### src/rtl/serial_sub_ctrl.sv
// Bit-serial subtractor: one full-subtractor slice walks a WIDTH-bit operand
// pair LSB first, one bit per clock, and reports difference and final borrow.
module serial_sub_ctrl #(
  parameter int unsigned WIDTH = 8
) (
  input  logic             clk,
  input  logic             rst,
  input  logic             start,
  input  logic [WIDTH-1:0] a,
  input  logic [WIDTH-1:0] b,
  output logic             busy,
  output logic             done,
  output logic [WIDTH-1:0] diff,
  output logic             borrow_out
);

  localparam int unsigned CW = $clog2(WIDTH + 1);

  typedef enum logic [1:0] {IDLE, RUN, DONE} state_t;

  state_t           state_q, state_d;
  logic [WIDTH-1:0] sa_q, sa_d;
  logic [WIDTH-1:0] sb_q, sb_d;
  logic [WIDTH-1:0] sd_q, sd_d;
  logic [WIDTH-1:0] diff_q, diff_d;
  logic             br_q, br_d;
  logic             borrow_q, borrow_d;
  logic [CW-1:0]    cnt_q, cnt_d;
  logic             slice_d, slice_b;

  always_comb begin
    state_d  = state_q;
    sa_d     = sa_q;
    sb_d     = sb_q;
    sd_d     = sd_q;
    br_d     = br_q;
    cnt_d    = cnt_q;
    diff_d   = diff_q;
    borrow_d = borrow_q;

    slice_d = sa_q[0] ^ sb_q[0] ^ br_q;
    slice_b = (~sa_q[0] & sb_q[0]) | (~(sa_q[0] ^ sb_q[0]) & br_q);

    case (state_q)
      IDLE, DONE: begin
        if (start) begin
          state_d = RUN;
          sa_d    = a;
          sb_d    = b;
          br_d    = 1'b0;
          cnt_d   = '0;
        end else begin
          state_d = IDLE;
        end
      end
      RUN: begin
        // Difference bits enter at the MSB so bit 0 lands at the LSB after WIDTH shifts.
        sd_d  = {slice_d, sd_q[WIDTH-1:1]};
        sa_d  = {1'b0, sa_q[WIDTH-1:1]};
        sb_d  = {1'b0, sb_q[WIDTH-1:1]};
        br_d  = slice_b;
        cnt_d = cnt_q + CW'(1);
        if (cnt_q == CW'(WIDTH - 1)) begin
          state_d  = DONE;
          diff_d   = sd_d;
          borrow_d = slice_b;
        end
      end
      default: state_d = IDLE;
    endcase
  end

  always_ff @(posedge clk or posedge rst) begin
    if (rst) begin
      state_q  <= IDLE;
      sa_q     <= '0;
      sb_q     <= '0;
      sd_q     <= '0;
      br_q     <= 1'b0;
      cnt_q    <= '0;
      diff_q   <= '0;
      borrow_q <= 1'b0;
    end else begin
      state_q  <= state_d;
      sa_q     <= sa_d;
      sb_q     <= sb_d;
      sd_q     <= sd_d;
      br_q     <= br_d;
      cnt_q    <= cnt_d;
      diff_q   <= diff_d;
      borrow_q <= borrow_d;
    end
  end

  assign busy       = (state_q == RUN);
  assign done       = (state_q == DONE);
  assign diff       = diff_q;
  assign borrow_out = borrow_q;

endmodule

### config.mk
export PLATFORM = sky130hd
export DESIGN_NAME = serial_sub_ctrl
export DESIGN_NICKNAME = d
export VERILOG_FILES = /design/src/rtl/serial_sub_ctrl.sv
export SDC_FILE = /design/constraint.sdc
export NUM_CORES = 1
export LEC_CHECK = 0
export CAP_MARGIN = 25
export CORE_MARGIN = 3
export CORE_UTILIZATION = 46
export DETAILED_ROUTE_END_ITERATION = 8
export GPL_ROUTABILITY_DRIVEN = 0
export GPL_TIMING_DRIVEN = 0
export PLACE_DENSITY_LB_ADDON = 0.08
export SYNTH_ARGS = -nofsm -noshare
export SYNTH_HDL_FRONTEND = slang
export SYNTH_SLANG_ARGS = --single-unit
### constraint.sdc
create_clock -name clk -period 1.4 [get_ports clk]
set_input_delay 0.21 -clock clk [delete_from_list [all_inputs] [get_ports clk]]
set_output_delay 0.21 -clock clk [all_outputs]
set_load 0.01 [all_outputs]
Word level (Yosys, flattened, before mapping)
Index checks and enable logic that the tools add are counted.
Cells by class
  bitwise operators: 7
  divide/modulo/power cells: 0
  muxes and demuxes: 11
  shift-type cells: 0
  multiply operators: 0
  eq/ne operators: 5
  add/subtract/negate cells: 1
  order comparisons: 0
  reductions and logical operators: 5
Operator list (number)
  8-bit case mux with 2 select lines: 2
  8-bit 2-to-1 mux: 2
  4-bit case mux with 2 select lines: 1
  4-bit by 1-bit adder with 4-bit output, second input constant: 1
  4-bit by 3-bit == test with 1-bit output, second input constant: 1
  4-bit 2-to-1 mux: 1
  2-bit case mux with 2 select lines: 1
  2-bit AND reduction: 2
  1-bit AND: 2
  2-bit by 1-bit == test with 1-bit output, second input constant: 1
  2-bit == test, second input constant: 1
  2-bit logical NOT: 1
  1-bit 2-to-1 mux: 2
  2-bit 2-to-1 mux: 1
  2-bit by 1-bit != test with 1-bit output, second input constant: 1
  2-bit != test, second input constant: 1
  1-bit NOT: 2
  1-bit case mux with 2 select lines: 1
  2-bit nonzero test: 1
  2-bit OR reduction: 1
  1-bit bitwise XOR: 2
  1-bit bitwise OR: 1
Storage, ports and cells
  output and inout port bits: 11
  bits in writable memories: 0
  memories: 0
  word-level logic and storage cells: 37
  bits in latches: 0
  ROM bits: 0
  register bits: 40
  input bits: 19

Longest topological paths before layout
Gate-level depths: netlist of run 1.
  depth in word-level cells: 5
  gate-level depth with buffers: 6
  depth with buffers taken out: 4

Least setup slack after synthesis of run 1
No wires, ideal clock.
  path type: register -> register
  start point: register state_q[1]
  end point: register diff_q[0], in the netlist diff[0]
  required time: 1.275 ns
  library setup time: 0.125 ns
  arrival: 1.338 ns
  period minus slack after synthesis: 1.463 ns
  stages on the path, launching flop included: 5
  path buffers: 1
  setup slack: -0.063 ns
  cells stage by stage: dfrtp_1 nand2b_1 buf_6 nor3_4 mux2_2
On the way
  cells in the longest elaborated chain, start to end: 2
RTL lines
  start, declared: RTL line 21  | state_t state_q, state_d;
  start signal, assigned: RTL line 84  | state_q <= state_d;
  2-bit by 1-bit == test with 1-bit output: RTL line 44  | case (state_q)
  2-bit AND reduction (no source line)
  end signal, assigned: RTL line 90  | diff_q <= diff_d;
  end, declared: RTL line 25  | logic [WIDTH-1:0] diff_q, diff_d;
Every way passes these cells.
A chain may end at the register's enable or synchronous reset.

Worst setup path after layout of run 1
  start point: register cnt_q[0]
  end point: register diff_q[3], in the netlist diff[3]
On the way
  cells in the longest elaborated chain, start to end: 2
RTL lines
  start, declared: RTL line 28  | logic [CW-1:0] cnt_q, cnt_d;
  start signal, assigned: RTL line 89  | cnt_q <= cnt_d;
  4-bit by 3-bit == test with 1-bit output: RTL line 63  | if (cnt_q == CW'(WIDTH - 1)) begin
  2-bit AND reduction (no source line)
Every way passes these cells.

==> results.toml, run 1 <==
[floorplanning]
initial_core_util_pct = 50.74
fp.dieArea_mm2 = 0.004282
die_y_um = 65.44
rows = 20
core_mm2 = 0.003203
io_pins = 30
die_x_um = 65.44

[sta]
rsz0062_at_grt = "yes"
worst_slew_pin_slew_ns = 0.7837
tns_ns = -0.5980
setup_viol = 9
period_share_pct = 105.6
slew_headroom_pct = 47.68
finClkSkew_ns = 0.004003
drv_slew = 0
max_freq_ghz = 0.6763
hold_violations = 0
setup_ws_ns = -0.07856
finalCriticalPeriod_ns = 1.479

[route]
dr.pass1.iters = 5
num_vias = 1224
drc = 0
antenna_left = 0
viasPerCell = 5.231
wl_um = 3284
avgRoutedWirePerCell_um = 14.03
drt_iter0_drc = 84

[synthesis]
syn_inst = 147
avgSynthCellArea_um2 = 11.06
synthesis.nets = 168
ys_types = 25
synth-seq-cells = 39
yosysSeqAreaShare_pct = 60.05
yosys_warnings = 0
synth.cell_area_mm2 = 0.001625

[final_layout]
multi_input_area_um2 = 604.3
final_layout_size_suffix_gt1_share_pct = 21.05
area_delta_synth_final_pct = 30.64
nFillCells = 283
mostFrequentLayoutCells = "39 x dfrtp_1, 36 x nand2_1, 18 x clkdlybuf4s50_1, 14 x nand3_1, 13 x a22oi_1"
fin_area_mm2 = 0.002123
final_common_cell = "dfrtp_1"
ff_latch_area_um2 = 975.9
insertedDiodeCount = 0
final_net_count = 212

[clocking]
clock_path_buffers = 2
clock_sinks = 39
cts_buffers = 5
insertion_delay_ns = 0.34
cts_root_buf = "clkbuf_4"
htree_levels = 2
path_clk_slew_ns = 0.11
cts_tree = "done"

[pwr]
ir_drop_mv = 1.003
pwr_density_cell_mw_per_mm2 = 2129
p_leak_nw = 1.022

[setup_path]
path_class = "reg -> reg"
critical_path_buf_inv_count = 1
critical_path.slowest_cell = "dfrtp_1"
crit_start = "cnt_q[0]$_DFFE_PP0P_"
path_cells = "ha_2 > nand2_2 > nor3_4 > buf_12 > mux2_2"
critical_path.startpoint_type = "flip-flop"
cp_slowest_stage_delay_ns = 0.40
cp_data_arrival_time_ns = 1.71
endpoint_kind = "flip-flop"
cp_top_family = "flip-flops"
cp.required_ns = 1.63
r2r-start = "cnt_q[0]$_DFFE_PP0P_"
cp_max_fo = 10

[placement]
portBuffers = 29
placed_area_mm2 = 0.001971
hpwlAfterDp_um = 2215

[global_routing]
grt_pass1_vias = 1178
grt_max_degree = 40
gr-total-overflow = 0
grt_util_all_layers_pct = 17.31
antenna_found_initial = 0
grt_first_pass_wirelength_um = 5547

[outcome]
violations = "negative setup slack"
status = "finished with violations"

[flow_run]
cap_viol_max_count = 0

[min_path]
hold_path.class = "in -> async"
power breakdown:
part           internal (W)  leakage (nW)  total, W  switching, W
combinational       0.00104         0.513   0.00205       0.00101
clock              0.000179        0.0242  0.000521      0.000342
sequential          0.00164         0.485   0.00195      0.000302
total               0.00287          1.02   0.00452       0.00166
cell usage after synthesis:
master / instances / area share (%)
nor2_1: 1 / 0.23
buf_2: 2 / 0.62
nor2b_1: 2 / 0.77
mux2_2: 8 / 5.5
ha_1: 1 / 0.77
fa_1: 1 / 1.2
mux2i_1: 3 / 1.8
nand4_1: 1 / 0.39
o21ai_0: 2 / 0.62
inv_2: 1 / 0.23
a22oi_1: 13 / 6.0
inv_1: 4 / 0.92
buf_1: 1 / 0.23
dfrtp_1: 39 / 60
a221o_1: 1 / 0.62
clkbuf_1: 5 / 1.2
nor3_4: 1 / 1.0
nor3_1: 1 / 0.31
buf_6: 1 / 0.69
nand2b_1: 2 / 0.77
nand3_1: 14 / 4.3
a22o_1: 4 / 2.2
and2b_1: 1 / 0.46
nand2_1: 37 / 8.5
o2bb2ai_1: 1 / 0.54
worst paths after layout:
path                       slack [ns]                    to  cells after the start
max                             -0.08   diff[3]$_DFFE_PP0P_                      5
min                              0.33   sb_q[3]$_DFFE_PP0P_                      2
max reg2reg                     -0.08   diff[3]$_DFFE_PP0P_                      5
min reg2reg                      0.48   sd_q[1]$_DFFE_PP0P_                      2
max in group asynchronous        0.59  cnt_q[0]$_DFFE_PP0P_                      2
min in group clk                 0.46   sa_q[5]$_DFFE_PP0P_                      3
routing by layer:
metal / vias up / share of wire [%] / GRT usage (%)
li1: 595 / - / -
met1: 589 / 44 / 22.65
met2: 35 / 49 / 27.56
met3: 5 / 6.7 / 5.812
met4: 0 / 1.2 / 4.663
met5: - / 0 / 0
kinds of logic after synthesis:
group,count (synthesis),share of synthesized area [%]
AO/OA/AOI/OAI,21,9.930
adder cells (fa/ha/maj),2,2.001
multiplexers,11,7.391
buffers and inverters,14,3.848
flip-flops,39,60.05
AND/OR/NAND/NOR,60,16.78
state kept, by name, indices dropped and copies added (netlist names):
name / count
diff: 8
sa_q: 8
sb_q: 8
sd_q: 7
cnt_q: 4
state_q: 2
borrow_out: 1
br_q: 1
through the flow:
stage / hold WS [ns] / std cells / worst slack [ns] / power [W] / utilization (%)
floorplan: 0.3381 / 147 / -0.06261 / 0.003130 / -
global placement: 0.4544 / 220 / -0.4739 / 0.003738 / 61.52
detailed placement: 0.4653 / 220 / -0.4411 / 0.003820 / 61.52
CTS: 0.3554 / 229 / -0.1336 / 0.004405 / 64.38
global route: 0.3791 / 234 / -0.1504 / 0.004920 / 66.29
finish: 0.3257 / 234 / -0.07856 / 0.004521 / 66.29
repair_timing:
item / in CTS / in global routing
endpoints found under the setup margin: 36 / 25
hold buffers: 0 / 0
buffers inserted: 4 / 7
pin swaps: 1 / 0
gates resized for setup: 24 / 14
area by class of cell:
class,instances,area share (%)
clock buffer,6,1.945
multi-input combinational,94,28.46
sequential,39,45.96
timing repair buffer,40,17.62
buffer,6,1.945
inverter,5,1.473
tap,44,2.593
(Power assumes the default switching activity.)
==> inputs of run 2 (changes only) <==
--- a/config.mk
+++ b/config.mk
@@ -9,7 +9,7 @@
 export CORE_MARGIN = 3
 export CORE_UTILIZATION = 46
 export DETAILED_ROUTE_END_ITERATION = 8
-export GPL_ROUTABILITY_DRIVEN = 0
+export GPL_ROUTABILITY_DRIVEN = 1
 export GPL_TIMING_DRIVEN = 0
 export PLACE_DENSITY_LB_ADDON = 0.08
 export SYNTH_ARGS = -nofsm -noshare
==> results of run 2 <==
Same layout as run 1: the final DEF is identical, and so are final timing and power.
==> inputs of run 3 (changes only) <==
--- a/config.mk
+++ b/config.mk
@@ -6,6 +6,7 @@
 export NUM_CORES = 1
 export LEC_CHECK = 0
 export CAP_MARGIN = 25
+export CORE_ASPECT_RATIO = 0.6
 export CORE_MARGIN = 3
 export CORE_UTILIZATION = 46
 export DETAILED_ROUTE_END_ITERATION = 8
==> run 3 against run 2 <==
The run still ends with negative setup slack left. Core utilization is 1.3 points higher. First-iteration DRC count decreased by 42%. Sequential share of layout area down 2.5 points. Critical endpoint is now diff[6]$_DFFE_PP0P_.
==> results.toml, run 3 (same netlist as run 1, synthesis figures left out) <==
[final_layout]
mostFrequentLayoutCells = "39 x dfrtp_1, 36 x nand2_1, 18 x clkdlybuf4s50_1, 14 x nand3_1, 13 x a22oi_1"
nFillCells = 255
final_common_cell = "dfrtp_1"
final_core_util_pct = 67.55
final_layout_size_suffix_gt1_share_pct = 20.10
ff_latch_area_um2 = 975.9
insertedDiodeCount = 0
multi_input_area_um2 = 641.9
area_delta_synth_final_pct = 38.11
final_net_count = 214

[route]
viasPerCell = 5.167
drc = 0
num_vias = 1235
wl_um = 3616
dr.pass1.iters = 4
avgRoutedWirePerCell_um = 15.13
antenna_left = 0
drt_iter0_drc = 49

[setup_path]
critical_path.startpoint_type = "flip-flop"
cp.required_ns = 1.57
cp_data_arrival_time_ns = 1.61
cp_max_fo = 8
reg2reg_depth = 5
endpoint_kind = "flip-flop"
path_class = "reg -> reg"

[sta]
setup_ws_ns = -0.04404
drv_slew = 0
period_share_pct = 103.1
slew_headroom_pct = 47.38
hold_violations = 0
finClkSkew_ns = 0.007962
worst_slew_pin_slew_ns = 0.7882
setup_viol = 6
max_freq_ghz = 0.6925
finalCriticalPeriod_ns = 1.444
rsz0062_at_grt = "yes"

[global_routing]
gr-total-overflow = 0
grt_util_all_layers_pct = 19.26
grt_max_degree = 40
grt_pass1_vias = 1243
antenna_found_initial = 0
grt_first_pass_wirelength_um = 6092

[clocking]
clock_path_buffers = 2
hold_buffers = 0
cts_buffers = 5
path_clk_slew_ns = 0.07
cts_root_buf = "clkbuf_8"
clock_sinks = 39
insertion_delay_ns = 0.29
cts_tree = "done"
htree_levels = 2

[floorplanning]
initial_core_util_pct = 48.91
rows = 16
die_y_um = 52.05
fp.dieArea_mm2 = 0.004306
die_x_um = 82.74
io_pins = 30
core_mm2 = 0.003323

[min_path]
hold_path.class = "in -> async"

[pwr]
ir_drop_mv = 0.9936
pwr_density_cell_mw_per_mm2 = 2219
p_leak_nw = 1.148

[outcome]
violations = "negative setup slack"
status = "finished with violations"

[placement]
place.gp.congestion = 0.7153
post-place-ws_ns = -0.4277
hpwlAfterDp_um = 2435
portBuffers = 29

[flow_run]
cap_viol_max_count = 0
==> run 3: cell count changes in the layout (fill, tap and decap cells not counted), sizes merged <==
| cell | change |
|---|---|
| buf | +4 |
| dlymetal6s2s | +9 |
| dlygate4sd2 | -8 |
| clkbuf | -2 |
| inv | +1 |
==> run 3: what timing repair did <==
item | 4_1_cts | 5_1_grt
pin swaps | 2 | 2
gates resized for setup | 24 | 16
buffers inserted | 7 | 6
endpoints found under the setup margin | 27 | 38
==> run 3: metal layers <==
metal	up-vias	GRT usage, %	wire [um]
met5	-	0	0
met1	608	28.27	1783
met3	2	5.882	220
li1	594	-	-
met4	0	5.435	14
met2	31	27.39	1598
==> run 3: layout make-up <==
cell class	count	area share [%]
sequential	39	43.48
multi-input combinational	94	28.60
timing repair buffer	42	19.01
clock buffer	7	3.400
tap	45	2.508
buffer	6	1.617
inverter	5	1.171
clock inverter	1	0.2230
==> run 3: final timing paths <==
kind / endpoint / slack [ns] / start
worst min register to register: sd_q[1]$_DFFE_PP0P_ / 0.48 / sd_q[1]$_DFFE_PP0P_
max in group asynchronous: diff[5]$_DFFE_PP0P_ / 0.50 / rst
min in group clk: sd_q[1]$_DFFE_PP0P_ / 0.48 / sd_q[1]$_DFFE_PP0P_
worst min-delay path: diff[7]$_DFFE_PP0P_ / 0.39 / rst
worst max-delay path: diff[6]$_DFFE_PP0P_ / -0.04 / cnt_q[0]$_DFFE_PP0P_
worst max register to register: diff[6]$_DFFE_PP0P_ / -0.04 / cnt_q[0]$_DFFE_PP0P_
==> run 3: critical path, cell delays in order (launching register included) <==
cell,delay [ns]
dfrtp_1,0.42
ha_4,0.16
nand2_2,0.06
nor3_4,0.20
buf_12,0.17
mux2_4,0.30
==> run 3: power by group <==
| group | internal [W] | leakage (nW) | switching [W] |
|---|---|---|---|
| Combinational | 0.00119 | 0.620 | 0.00107 |
| Clock | 0.000349 | 0.0422 | 0.000366 |
| Sequential | 0.00165 | 0.485 | 0.000351 |
==> run 3: metrics by stage <==
stage | TNS, ns | cell area [um2] | total power, W | cells | hold WS, ns
floorplan | -0.5009 | 1625 | 0.003130 | 147 | 0.3381
global placement | -26.63 | 1972 | 0.003756 | 221 | 0.4574
detailed placement | -7.939 | 1972 | 0.003875 | 221 | 0.4634
CTS | -0.4113 | 2171 | 0.004896 | 235 | 0.4315
global route | -1.131 | 2245 | 0.005356 | 239 | 0.4748
finish | -0.2411 | 2245 | 0.004981 | 239 | 0.3930
